[src/rtl/hazard_ctrl_pkg.sv]
// rtl/hazard_ctrl_pkg.sv - shared types and constants for the pipeline hazard controller
package hazard_ctrl_pkg;

    localparam int DefRegAddrWidth = 5;

    typedef enum logic [1:0] {
        DBG_RUN    = 2'd0,
        DBG_DRAIN  = 2'd1,
        DBG_HALTED = 2'd2,
        DBG_STEP   = 2'd3
    } dbg_state_e;

    typedef struct packed {
        logic stall_if;
        logic stall_id;
        logic stall_ex;
        logic stall_me;
        logic flush_id;
        logic flush_ex;
        logic flush_me;
    } hz_ctrl_t;

    localparam hz_ctrl_t HzNone = '0;
    localparam hz_ctrl_t HzStallAll = '{stall_if: 1'b1, stall_id: 1'b1, stall_ex: 1'b1,
                                        stall_me: 1'b1, default: 1'b0};
    localparam hz_ctrl_t HzDataHazard = '{stall_if: 1'b1, stall_id: 1'b1, stall_ex: 1'b1,
                                          flush_me: 1'b1, default: 1'b0};
    localparam hz_ctrl_t HzBranch = '{flush_id: 1'b1, default: 1'b0};
    localparam hz_ctrl_t HzFetchBubble = '{stall_if: 1'b1, flush_id: 1'b1, default: 1'b0};
    localparam hz_ctrl_t HzReset = '{flush_id: 1'b1, flush_ex: 1'b1, flush_me: 1'b1,
                                     default: 1'b0};

endpackage

[src/rtl/hazard_ctrl_if.sv]
// rtl/hazard_ctrl_if.sv - pipeline-side bundle of operand, stage-status and control lines
interface hazard_ctrl_if
    import hazard_ctrl_pkg::*;
#(
    parameter int RegAddrWidth = DefRegAddrWidth,
    parameter int NumSrc       = 2,
    parameter int NumFwd       = 2,
    parameter int CntWidth     = 16
);
    localparam int SelW = $clog2(NumFwd + 1);

    logic [NumSrc*RegAddrWidth-1:0] iSrcAddr;
    logic [NumSrc-1:0]              iSrcUsed;
    logic [NumFwd*RegAddrWidth-1:0] iFwdAddr;
    logic [NumFwd-1:0]              iFwdWrEn;
    logic [NumFwd-1:0]              iFwdRdy;
    logic                           iBrTrue;
    logic                           iStall_IF;
    logic                           iStall_ME;
    logic                           iDbgHalt;
    logic                           iDbgStep;
    logic                           iDbgResume;
    logic [NumSrc*SelW-1:0]         oFwdSel;
    logic                           oStall_IF;
    logic                           oStall_ID;
    logic                           oStall_EX;
    logic                           oStall_ME;
    logic                           oFlush_ID;
    logic                           oFlush_EX;
    logic                           oFlush_ME;
    logic                           oDbgHalted;
    logic [CntWidth-1:0]            oStallCnt;

    modport master (
        output iSrcAddr, iSrcUsed, iFwdAddr, iFwdWrEn, iFwdRdy, iBrTrue,
               iStall_IF, iStall_ME, iDbgHalt, iDbgStep, iDbgResume,
        input  oFwdSel, oStall_IF, oStall_ID, oStall_EX, oStall_ME,
               oFlush_ID, oFlush_EX, oFlush_ME, oDbgHalted, oStallCnt
    );

    modport slave (
        input  iSrcAddr, iSrcUsed, iFwdAddr, iFwdWrEn, iFwdRdy, iBrTrue,
               iStall_IF, iStall_ME, iDbgHalt, iDbgStep, iDbgResume,
        output oFwdSel, oStall_IF, oStall_ID, oStall_EX, oStall_ME,
               oFlush_ID, oFlush_EX, oFlush_ME, oDbgHalted, oStallCnt
    );

endinterface

[src/rtl/hazard_ctrl_fwd_match.sv]
// rtl/hazard_ctrl_fwd_match.sv - per-operand priority match against the forwarding stages
module fwd_match #(
    parameter int RegAddrWidth = 5,
    parameter int NumFwd       = 2,
    parameter int SelW         = 2
) (
    input  logic [RegAddrWidth-1:0]        src_addr_i,
    input  logic                           src_used_i,
    input  logic [NumFwd*RegAddrWidth-1:0] fwd_addr_i,
    input  logic [NumFwd-1:0]              fwd_wr_en_i,
    input  logic [NumFwd-1:0]              fwd_rdy_i,
    output logic [SelW-1:0]                sel_o,
    output logic                           not_rdy_o
);

    // Scan oldest to youngest so the youngest matching stage is the last assignment.
    always_comb begin
        sel_o     = '0;
        not_rdy_o = 1'b0;
        if (src_used_i && (src_addr_i != '0)) begin
            for (int k = NumFwd - 1; k >= 0; k--) begin
                if (fwd_wr_en_i[k] &&
                    (fwd_addr_i[k*RegAddrWidth +: RegAddrWidth] == src_addr_i)) begin
                    sel_o     = SelW'(k + 1);
                    not_rdy_o = !fwd_rdy_i[k];
                end
            end
        end
    end

endmodule

[src/rtl/hazard_ctrl.sv]
// rtl/hazard_ctrl.sv - forwarding selects, stall/flush arbitration and debug run-control
module hazard_ctrl
    import hazard_ctrl_pkg::*;
#(
    parameter int RegAddrWidth = DefRegAddrWidth,
    parameter int NumSrc       = 2,
    parameter int NumFwd       = 2,
    parameter int DrainDepth   = 3,
    parameter int CntWidth     = 16,
    localparam int SelW        = $clog2(NumFwd + 1)
) (
    input logic          iClk,
    input logic          iRst,
    hazard_ctrl_if.slave hz_if
);

    localparam int DcW = (DrainDepth > 1) ? $clog2(DrainDepth) : 1;
    localparam logic [DcW-1:0] DcLast = DcW'(DrainDepth - 1);

    logic [NumSrc-1:0]      src_nrdy;
    logic [NumSrc*SelW-1:0] fwd_sel;
    logic                   hz;

    dbg_state_e          state_q, state_d;
    logic [DcW-1:0]      dc_q, dc_d;
    logic                halted_q;
    logic [CntWidth-1:0] cnt_q, cnt_d;
    hz_ctrl_t            ctrl;

    generate
        for (genvar s = 0; s < NumSrc; s++) begin : g_match
            fwd_match #(
                .RegAddrWidth (RegAddrWidth),
                .NumFwd       (NumFwd),
                .SelW         (SelW)
            ) u_match (
                .src_addr_i  (hz_if.iSrcAddr[s*RegAddrWidth +: RegAddrWidth]),
                .src_used_i  (hz_if.iSrcUsed[s]),
                .fwd_addr_i  (hz_if.iFwdAddr),
                .fwd_wr_en_i (hz_if.iFwdWrEn),
                .fwd_rdy_i   (hz_if.iFwdRdy),
                .sel_o       (fwd_sel[s*SelW +: SelW]),
                .not_rdy_o   (src_nrdy[s])
            );
        end
    endgenerate

    assign hz = |src_nrdy;

    always_ff @(posedge iClk) begin
        if (iRst) begin
            state_q  <= DBG_RUN;
            dc_q     <= '0;
            halted_q <= 1'b0;
            cnt_q    <= '0;
        end else begin
            state_q  <= state_d;
            dc_q     <= dc_d;
            halted_q <= (state_d == DBG_HALTED);
            cnt_q    <= cnt_d;
        end
    end

    always_comb begin
        state_d = state_q;
        dc_d    = dc_q;
        case (state_q)
            DBG_RUN: begin
                if (hz_if.iDbgHalt) begin
                    state_d = DBG_DRAIN;
                    dc_d    = '0;
                end
            end
            DBG_DRAIN: begin
                // A memory stall freezes ID..ME, so it does not advance the drain.
                if (!hz_if.iStall_ME) begin
                    if (dc_q == DcLast) begin
                        state_d = DBG_HALTED;
                    end else begin
                        dc_d = dc_q + 1'b1;
                    end
                end
            end
            DBG_HALTED: begin
                if (hz_if.iDbgResume) begin
                    state_d = DBG_RUN;
                end else if (hz_if.iDbgStep) begin
                    state_d = DBG_STEP;
                end
            end
            DBG_STEP: begin
                if (!hz_if.iStall_IF && !hz_if.iStall_ME) begin
                    state_d = DBG_DRAIN;
                    dc_d    = '0;
                end
            end
            default: state_d = DBG_RUN;
        endcase
    end

    always_comb begin
        cnt_d = cnt_q;
        if (hz && !hz_if.iStall_ME && (cnt_q != '1)) begin
            cnt_d = cnt_q + 1'b1;
        end
    end

    always_comb begin
        ctrl = HzNone;
        if (hz_if.iStall_ME) begin
            ctrl = HzStallAll;
        end else if (hz) begin
            ctrl = HzDataHazard;
        end else if (hz_if.iBrTrue) begin
            ctrl = HzBranch;
        end else if (hz_if.iStall_IF) begin
            ctrl = HzFetchBubble;
        end
        // Draining gates fetch, but only where IF/ID is free to take the bubble.
        if ((state_q == DBG_DRAIN) && !hz_if.iStall_ME && !hz) begin
            ctrl = HzFetchBubble;
        end
        if (state_q == DBG_HALTED) begin
            ctrl = HzStallAll;
        end
        if (iRst) begin
            ctrl = HzReset;
        end
    end

    assign hz_if.oFwdSel    = iRst ? '0 : fwd_sel;
    assign hz_if.oStall_IF  = ctrl.stall_if;
    assign hz_if.oStall_ID  = ctrl.stall_id;
    assign hz_if.oStall_EX  = ctrl.stall_ex;
    assign hz_if.oStall_ME  = ctrl.stall_me;
    assign hz_if.oFlush_ID  = ctrl.flush_id;
    assign hz_if.oFlush_EX  = ctrl.flush_ex;
    assign hz_if.oFlush_ME  = ctrl.flush_me;
    assign hz_if.oDbgHalted = halted_q;
    assign hz_if.oStallCnt  = cnt_q;

endmodule

[src/flat_wrapper.sv]
// flat-port wrapper written by rule: the top's interface ports become plain ports
module hazard_ctrl_flat import hazard_ctrl_pkg::*;
#(
    parameter int RegAddrWidth = DefRegAddrWidth,
    parameter int NumSrc       = 2,
    parameter int NumFwd       = 2,
    parameter int DrainDepth   = 3,
    parameter int CntWidth     = 16,
    localparam int SelW        = $clog2(NumFwd + 1)
)
  (iClk, iRst, hz_if_iSrcAddr, hz_if_iSrcUsed, hz_if_iFwdAddr, hz_if_iFwdWrEn, hz_if_iFwdRdy, hz_if_iBrTrue, hz_if_iStall_IF, hz_if_iStall_ME, hz_if_iDbgHalt, hz_if_iDbgStep, hz_if_iDbgResume, hz_if_oFwdSel, hz_if_oStall_IF, hz_if_oStall_ID, hz_if_oStall_EX, hz_if_oStall_ME, hz_if_oFlush_ID, hz_if_oFlush_EX, hz_if_oFlush_ME, hz_if_oDbgHalted, hz_if_oStallCnt);
  hazard_ctrl_if #(.RegAddrWidth(RegAddrWidth), .NumSrc(NumSrc), .NumFwd(NumFwd), .CntWidth(CntWidth)) hz_if_i ();
  input logic iClk;
  input logic iRst;
  input wire logic [$bits(hz_if_i.iSrcAddr)-1:0] hz_if_iSrcAddr;
  input wire logic [$bits(hz_if_i.iSrcUsed)-1:0] hz_if_iSrcUsed;
  input wire logic [$bits(hz_if_i.iFwdAddr)-1:0] hz_if_iFwdAddr;
  input wire logic [$bits(hz_if_i.iFwdWrEn)-1:0] hz_if_iFwdWrEn;
  input wire logic [$bits(hz_if_i.iFwdRdy)-1:0] hz_if_iFwdRdy;
  input wire logic [$bits(hz_if_i.iBrTrue)-1:0] hz_if_iBrTrue;
  input wire logic [$bits(hz_if_i.iStall_IF)-1:0] hz_if_iStall_IF;
  input wire logic [$bits(hz_if_i.iStall_ME)-1:0] hz_if_iStall_ME;
  input wire logic [$bits(hz_if_i.iDbgHalt)-1:0] hz_if_iDbgHalt;
  input wire logic [$bits(hz_if_i.iDbgStep)-1:0] hz_if_iDbgStep;
  input wire logic [$bits(hz_if_i.iDbgResume)-1:0] hz_if_iDbgResume;
  output wire logic [$bits(hz_if_i.oFwdSel)-1:0] hz_if_oFwdSel;
  output wire logic [$bits(hz_if_i.oStall_IF)-1:0] hz_if_oStall_IF;
  output wire logic [$bits(hz_if_i.oStall_ID)-1:0] hz_if_oStall_ID;
  output wire logic [$bits(hz_if_i.oStall_EX)-1:0] hz_if_oStall_EX;
  output wire logic [$bits(hz_if_i.oStall_ME)-1:0] hz_if_oStall_ME;
  output wire logic [$bits(hz_if_i.oFlush_ID)-1:0] hz_if_oFlush_ID;
  output wire logic [$bits(hz_if_i.oFlush_EX)-1:0] hz_if_oFlush_EX;
  output wire logic [$bits(hz_if_i.oFlush_ME)-1:0] hz_if_oFlush_ME;
  output wire logic [$bits(hz_if_i.oDbgHalted)-1:0] hz_if_oDbgHalted;
  output wire logic [$bits(hz_if_i.oStallCnt)-1:0] hz_if_oStallCnt;
  assign hz_if_i.iSrcAddr = hz_if_iSrcAddr;
  assign hz_if_i.iSrcUsed = hz_if_iSrcUsed;
  assign hz_if_i.iFwdAddr = hz_if_iFwdAddr;
  assign hz_if_i.iFwdWrEn = hz_if_iFwdWrEn;
  assign hz_if_i.iFwdRdy = hz_if_iFwdRdy;
  assign hz_if_i.iBrTrue = hz_if_iBrTrue;
  assign hz_if_i.iStall_IF = hz_if_iStall_IF;
  assign hz_if_i.iStall_ME = hz_if_iStall_ME;
  assign hz_if_i.iDbgHalt = hz_if_iDbgHalt;
  assign hz_if_i.iDbgStep = hz_if_iDbgStep;
  assign hz_if_i.iDbgResume = hz_if_iDbgResume;
  assign hz_if_oFwdSel = hz_if_i.oFwdSel;
  assign hz_if_oStall_IF = hz_if_i.oStall_IF;
  assign hz_if_oStall_ID = hz_if_i.oStall_ID;
  assign hz_if_oStall_EX = hz_if_i.oStall_EX;
  assign hz_if_oStall_ME = hz_if_i.oStall_ME;
  assign hz_if_oFlush_ID = hz_if_i.oFlush_ID;
  assign hz_if_oFlush_EX = hz_if_i.oFlush_EX;
  assign hz_if_oFlush_ME = hz_if_i.oFlush_ME;
  assign hz_if_oDbgHalted = hz_if_i.oDbgHalted;
  assign hz_if_oStallCnt = hz_if_i.oStallCnt;
  hazard_ctrl #(.RegAddrWidth(RegAddrWidth), .NumSrc(NumSrc), .NumFwd(NumFwd), .DrainDepth(DrainDepth), .CntWidth(CntWidth)) u_core (.iClk(iClk), .iRst(iRst), .hz_if(hz_if_i));
endmodule
[config.mk]
export PLATFORM = sky130hd
export DESIGN_NAME = hazard_ctrl_flat
export DESIGN_NICKNAME = d
export VERILOG_FILES = /design/src/rtl/hazard_ctrl_pkg.sv /design/src/rtl/hazard_ctrl_if.sv /design/src/rtl/hazard_ctrl_fwd_match.sv /design/src/rtl/hazard_ctrl.sv /design/src/flat_wrapper.sv
export SDC_FILE = /design/constraint.sdc
export NUM_CORES = 1
export LEC_CHECK = 0
export ABC_AREA = 1
export ABC_CLOCK_PERIOD_IN_PS = 2600
export CAP_MARGIN = 0
export CORE_ASPECT_RATIO = 0.75
export CORE_MARGIN = 8
export CORE_UTILIZATION = 50
export CTS_CLUSTER_SIZE = 20
export DETAILED_ROUTE_END_ITERATION = 12
export PLACE_DENSITY_LB_ADDON = 0.3
export REMOVE_ABC_BUFFERS = 1
export SYNTH_ARGS = -nofsm -noshare
export SYNTH_HDL_FRONTEND = slang
export SYNTH_SLANG_ARGS = --single-unit
[constraint.sdc]
create_clock -name iClk -period 2.6 [get_ports iClk]
set_input_delay 0.39 -clock iClk [delete_from_list [all_inputs] [get_ports iClk]]
set_output_delay 0.39 -clock iClk [all_outputs]
set_load 0.01 [all_outputs]
==> flow_summary_export.csv, run 1 <==
group,metric,value,unit
outcome,outcome,"completed",
power,power_leakage,0.00127,uW
critical_path,crit_end,"hz_if_oFwdSel[1]",
critical_path,r2r_end,"u_core.hz_if.oStallCnt[15]",
critical_path,regToRegStartpoint,"u_core.hz_if.oStallCnt[0]",
detailed_routing,drt_first_pass_iters,5,
critical_path,cp-start-kind,"primary input",
floorplan,die_x,86.3,um
synth,ys_seq_area_share,22.7,%
floorplan,start_util,51.3,%
detailed_routing,routed_wl,5.47,mm
synth,synth_seq_cells,21,
finish,syn_to_final_growth,41.4,%
finish,regArea,420,um^2
synth,netlist_instances,334,
detailed_routing,vias,2271,
finish,fin_cells,456,
critical_path,path_cells,"clkdlybuf4s50_1 -> xor2_1 -> nor2_1 -> nand2_1 -> buf_4 -> nand4_1 -> nor2_1 -> clkdlybuf4s50_1",
finish,multi_input_area,0.00111,mm^2
clock_tree,cts_sinks,21,
place,dp_hpwl,4.48,mm
floorplan,dieArea,0.00593,mm^2
floorplan,rows,19,
critical_path,crit_path_start,"hz_if_iFwdAddr[2]",
sta,hold_viol,0,
clock_tree,cts-root-buf,"clkbuf_8",
detailed_routing,drc,0,
global_route,grt_pass1_vias,2041,
global_route,grt-ovfl-total,0,
global_route,grt_pass1_wl,9.02,mm
floorplan,die-height,68.7,um
detailed_routing,wire_per_inst,12.0,um
finish,fin_nets,441,
place,port_buffers,61,
synth,netlist_area,0.00185,mm^2
place,place_inst,452,
clock_tree,clkTransAtPathRegs,0.09,ns
global_route,grt_max_degree,31,
sta,tightest_slew,0.566,ns
finish,insertedDiodeCount,0,
finish,drive_gt1_share,8.91,%
synth,syn_area_per_cell,5.55,um^2
critical_path,r2r_setup_slack,0.70,ns
finish,final_util,72.6,%
critical_path,critPathArrivalTime,2.17,ns
sta,skew,0.00607,ns
finish,final_cell_area,0.00262,mm^2
place,gp_congestion,0.997,
floorplan,ios,62,
critical_path,critPathMaxFanout,3,
clock_tree,postCtsSetupBuffers,0,
synth,synth_warnings,0,
sta,grt_setup_unrepaired,"false",
clock_tree,cts_tree,"done",
sta,holdWs,0.468,ns
power,powerDensity,295,mW/mm^2
critical_path,critical_path_class,"in -> out",
detailed_routing,vias_per_cell,4.98,
worst_hold_path,min_path_cells,2,
sta,max_freq,390,MHz
sta,relSlewSlack,62.2,%
floorplan,coreArea,0.00361,mm^2
global_route,grt_use_total,18.7,%
power,ir_drop,185,uV
clock_tree,cts_buffers,3,
detailed_routing,antenna_left,0,
job,cap_violations,0,
sta,setup_violations,0,
clock_tree,clkLatencyLatePin,0.27,ns
critical_path,ff2ff_path_depth,11,
detailed_routing,drt_iter0_drc,145,
finish,fillers,333,
clock_tree,htreeDepth,1,
synth,ys_types,28,
critical_path,critPathMaxStageDelay,0.58,ns
critical_path,critPathSlowestCell,"clkdlybuf4s50_1",
place,dpl_cell_area,0.00258,mm^2
clock_tree,clk_path_buf_depth,2,
sta,timing_max_transition_violations_final,0,
worst_hold_path,min_path_type,"reg -> reg",
global_route,antenna_found_initial,0,
sta,period_needed,2.56,ns
critical_path,end_kind,"output pin",
critical_path,cp_data_required_time,2.21,ns
sta,fin_crit_sh,98.6,%
area by class of cell:
type                       instances  area share, %
clock buffer                       3           1.57
inverter                          72           10.3
tap                               52           2.48
clock inverter                     1          0.191
multi-input combinational        231           42.2
timing repair buffer              76           27.2
sequential                        21           16.0
metal layers:
layer  wire length (um)  global-route usage, %  up-vias
li1                   -                      -     1185
met1               2520                   22.5     1002
met2               2540                   34.1       80
met3                371                   4.14        4
met4                 38                   3.21        0
met5                  0                      0        -
worst min path at each step:
| stage | startpoint | to |
|---|---|---|
| 2_1_floorplan | u_core.dc_q[1] | u_core.dc_q[1] |
| 3_3_place_gp | u_core.dc_q[1] | u_core.dc_q[1] |
| 3_5_place_dp | u_core.dc_q[1] | u_core.dc_q[1] |
| 4_1_cts | u_core.dc_q[1] | u_core.dc_q[1] |
| 5_1_grt | u_core.dc_q[1] | u_core.dc_q[1] |
| 6_report | u_core.dc_q[1] | u_core.dc_q[1] |
synth_stat cells:
| library cell | number | area (um^2) |
|---|---|---|
| nand2_1 | 90 | 338 |
| inv_2 | 3 | 11.3 |
| o211ai_1 | 2 | 15.0 |
| buf_2 | 2 | 10.0 |
| nor3_2 | 2 | 20.0 |
| xnor2_1 | 2 | 17.5 |
| buf_4 | 3 | 22.5 |
| clkbuf_1 | 2 | 7.51 |
| nor3_1 | 8 | 40.0 |
| buf_6 | 2 | 22.5 |
| nand3_1 | 20 | 100 |
| nand2_2 | 1 | 6.26 |
| nor2_1 | 53 | 199 |
| dfxtp_1 | 21 | 420 |
| buf_1 | 1 | 3.75 |
| nand4_1 | 25 | 156 |
| nor4_1 | 1 | 6.26 |
| o21ai_0 | 8 | 40.0 |
| o22ai_1 | 1 | 6.26 |
| o31ai_1 | 1 | 7.51 |
| a21boi_1 | 1 | 7.51 |
| a211oi_1 | 1 | 7.51 |
| inv_1 | 69 | 259 |
| ha_1 | 2 | 25.0 |
| a21oi_1 | 3 | 15.0 |
| a31oi_1 | 2 | 12.5 |
| xor2_1 | 2 | 17.5 |
| nand3_2 | 6 | 60.1 |
state kept, by name (all words and copies together), names as in the netlist:
name / count
u_core.hz_if.oDbgHalted: 1
u_core.dc_q: 2
u_core.state_q: 2
u_core.hz_if.oStallCnt: 16
what timing repair did:
item                                    CTS  global route
gates resized for setup                   7            10
hold buffers                              0             0
endpoints found under the setup margin    6             6
cloned                                    0             0
where the power goes:
group	internal, uW	total, uW	switching (uW)	leakage, uW
clock	107	224	117	0.0000255
combinational	106	216	110	0.00107
sequential	328	332	4.02	0.000170
total	541	773	232	0.00127
worst max-delay path: cells and delay by family:
kind / cells / cell delay (ns)
buffers and inverters: 3 / 1.21
and+or+nand+nor: 4 / 0.35
xor gates and xnor gates: 1 / 0.22
kinds of logic after synthesis:
group | Yosys count | share of synthesized area, %
DFF | 21 | 22.7
adders and majority gates | 2 | 1.35
buffers and inverters | 82 | 18.2
AOI/OAI and AO/OA | 19 | 6.01
and+or+nand+nor | 206 | 49.9
xor gates and xnor gates | 4 | 1.89
layout by cell type (no fill, tap or decap), drive strengths merged:
cell type / synthesis / routed
dlygate4sd2: 0 / 2
o22ai: 1 / 1
dfxtp: 21 / 21
nand3: 26 / 26
buf: 8 / 15
a211oi: 1 / 1
a21oi: 3 / 3
xor2: 2 / 2
o31ai: 1 / 1
nor3: 10 / 10
clkdlybuf4s50: 0 / 53
o21ai: 8 / 8
o211ai: 2 / 2
a21boi: 1 / 1
inv: 72 / 72
nand4: 25 / 25
ha: 2 / 2
clkinv: 0 / 1
xnor2: 2 / 2
dlymetal6s2s: 0 / 3
a31oi: 2 / 2
nor4: 1 / 1
clkbuf: 2 / 6
nand2: 91 / 91
nor2: 53 / 53
per-stage QoR:
stage	setup TNS [ns]	total power (uW)	worst slack, ns
2_1_floorplan	0	437	0.504
3_3_place_gp	-1.02	552	-0.247
3_5_place_dp	-0.985	557	-0.254
4_1_cts	-0.160	776	-0.160
5_1_grt	0	815	0.000845
6_report	0	773	0.0373
Power figures use the tool's default switching activity.
==> inputs of run 2 (changes only) <==
CTS_CLUSTER_DIAMETER = 80   (was default)
==> results of run 2 <==
No change in the layout: final DEF, timing and power equal those of run 1.
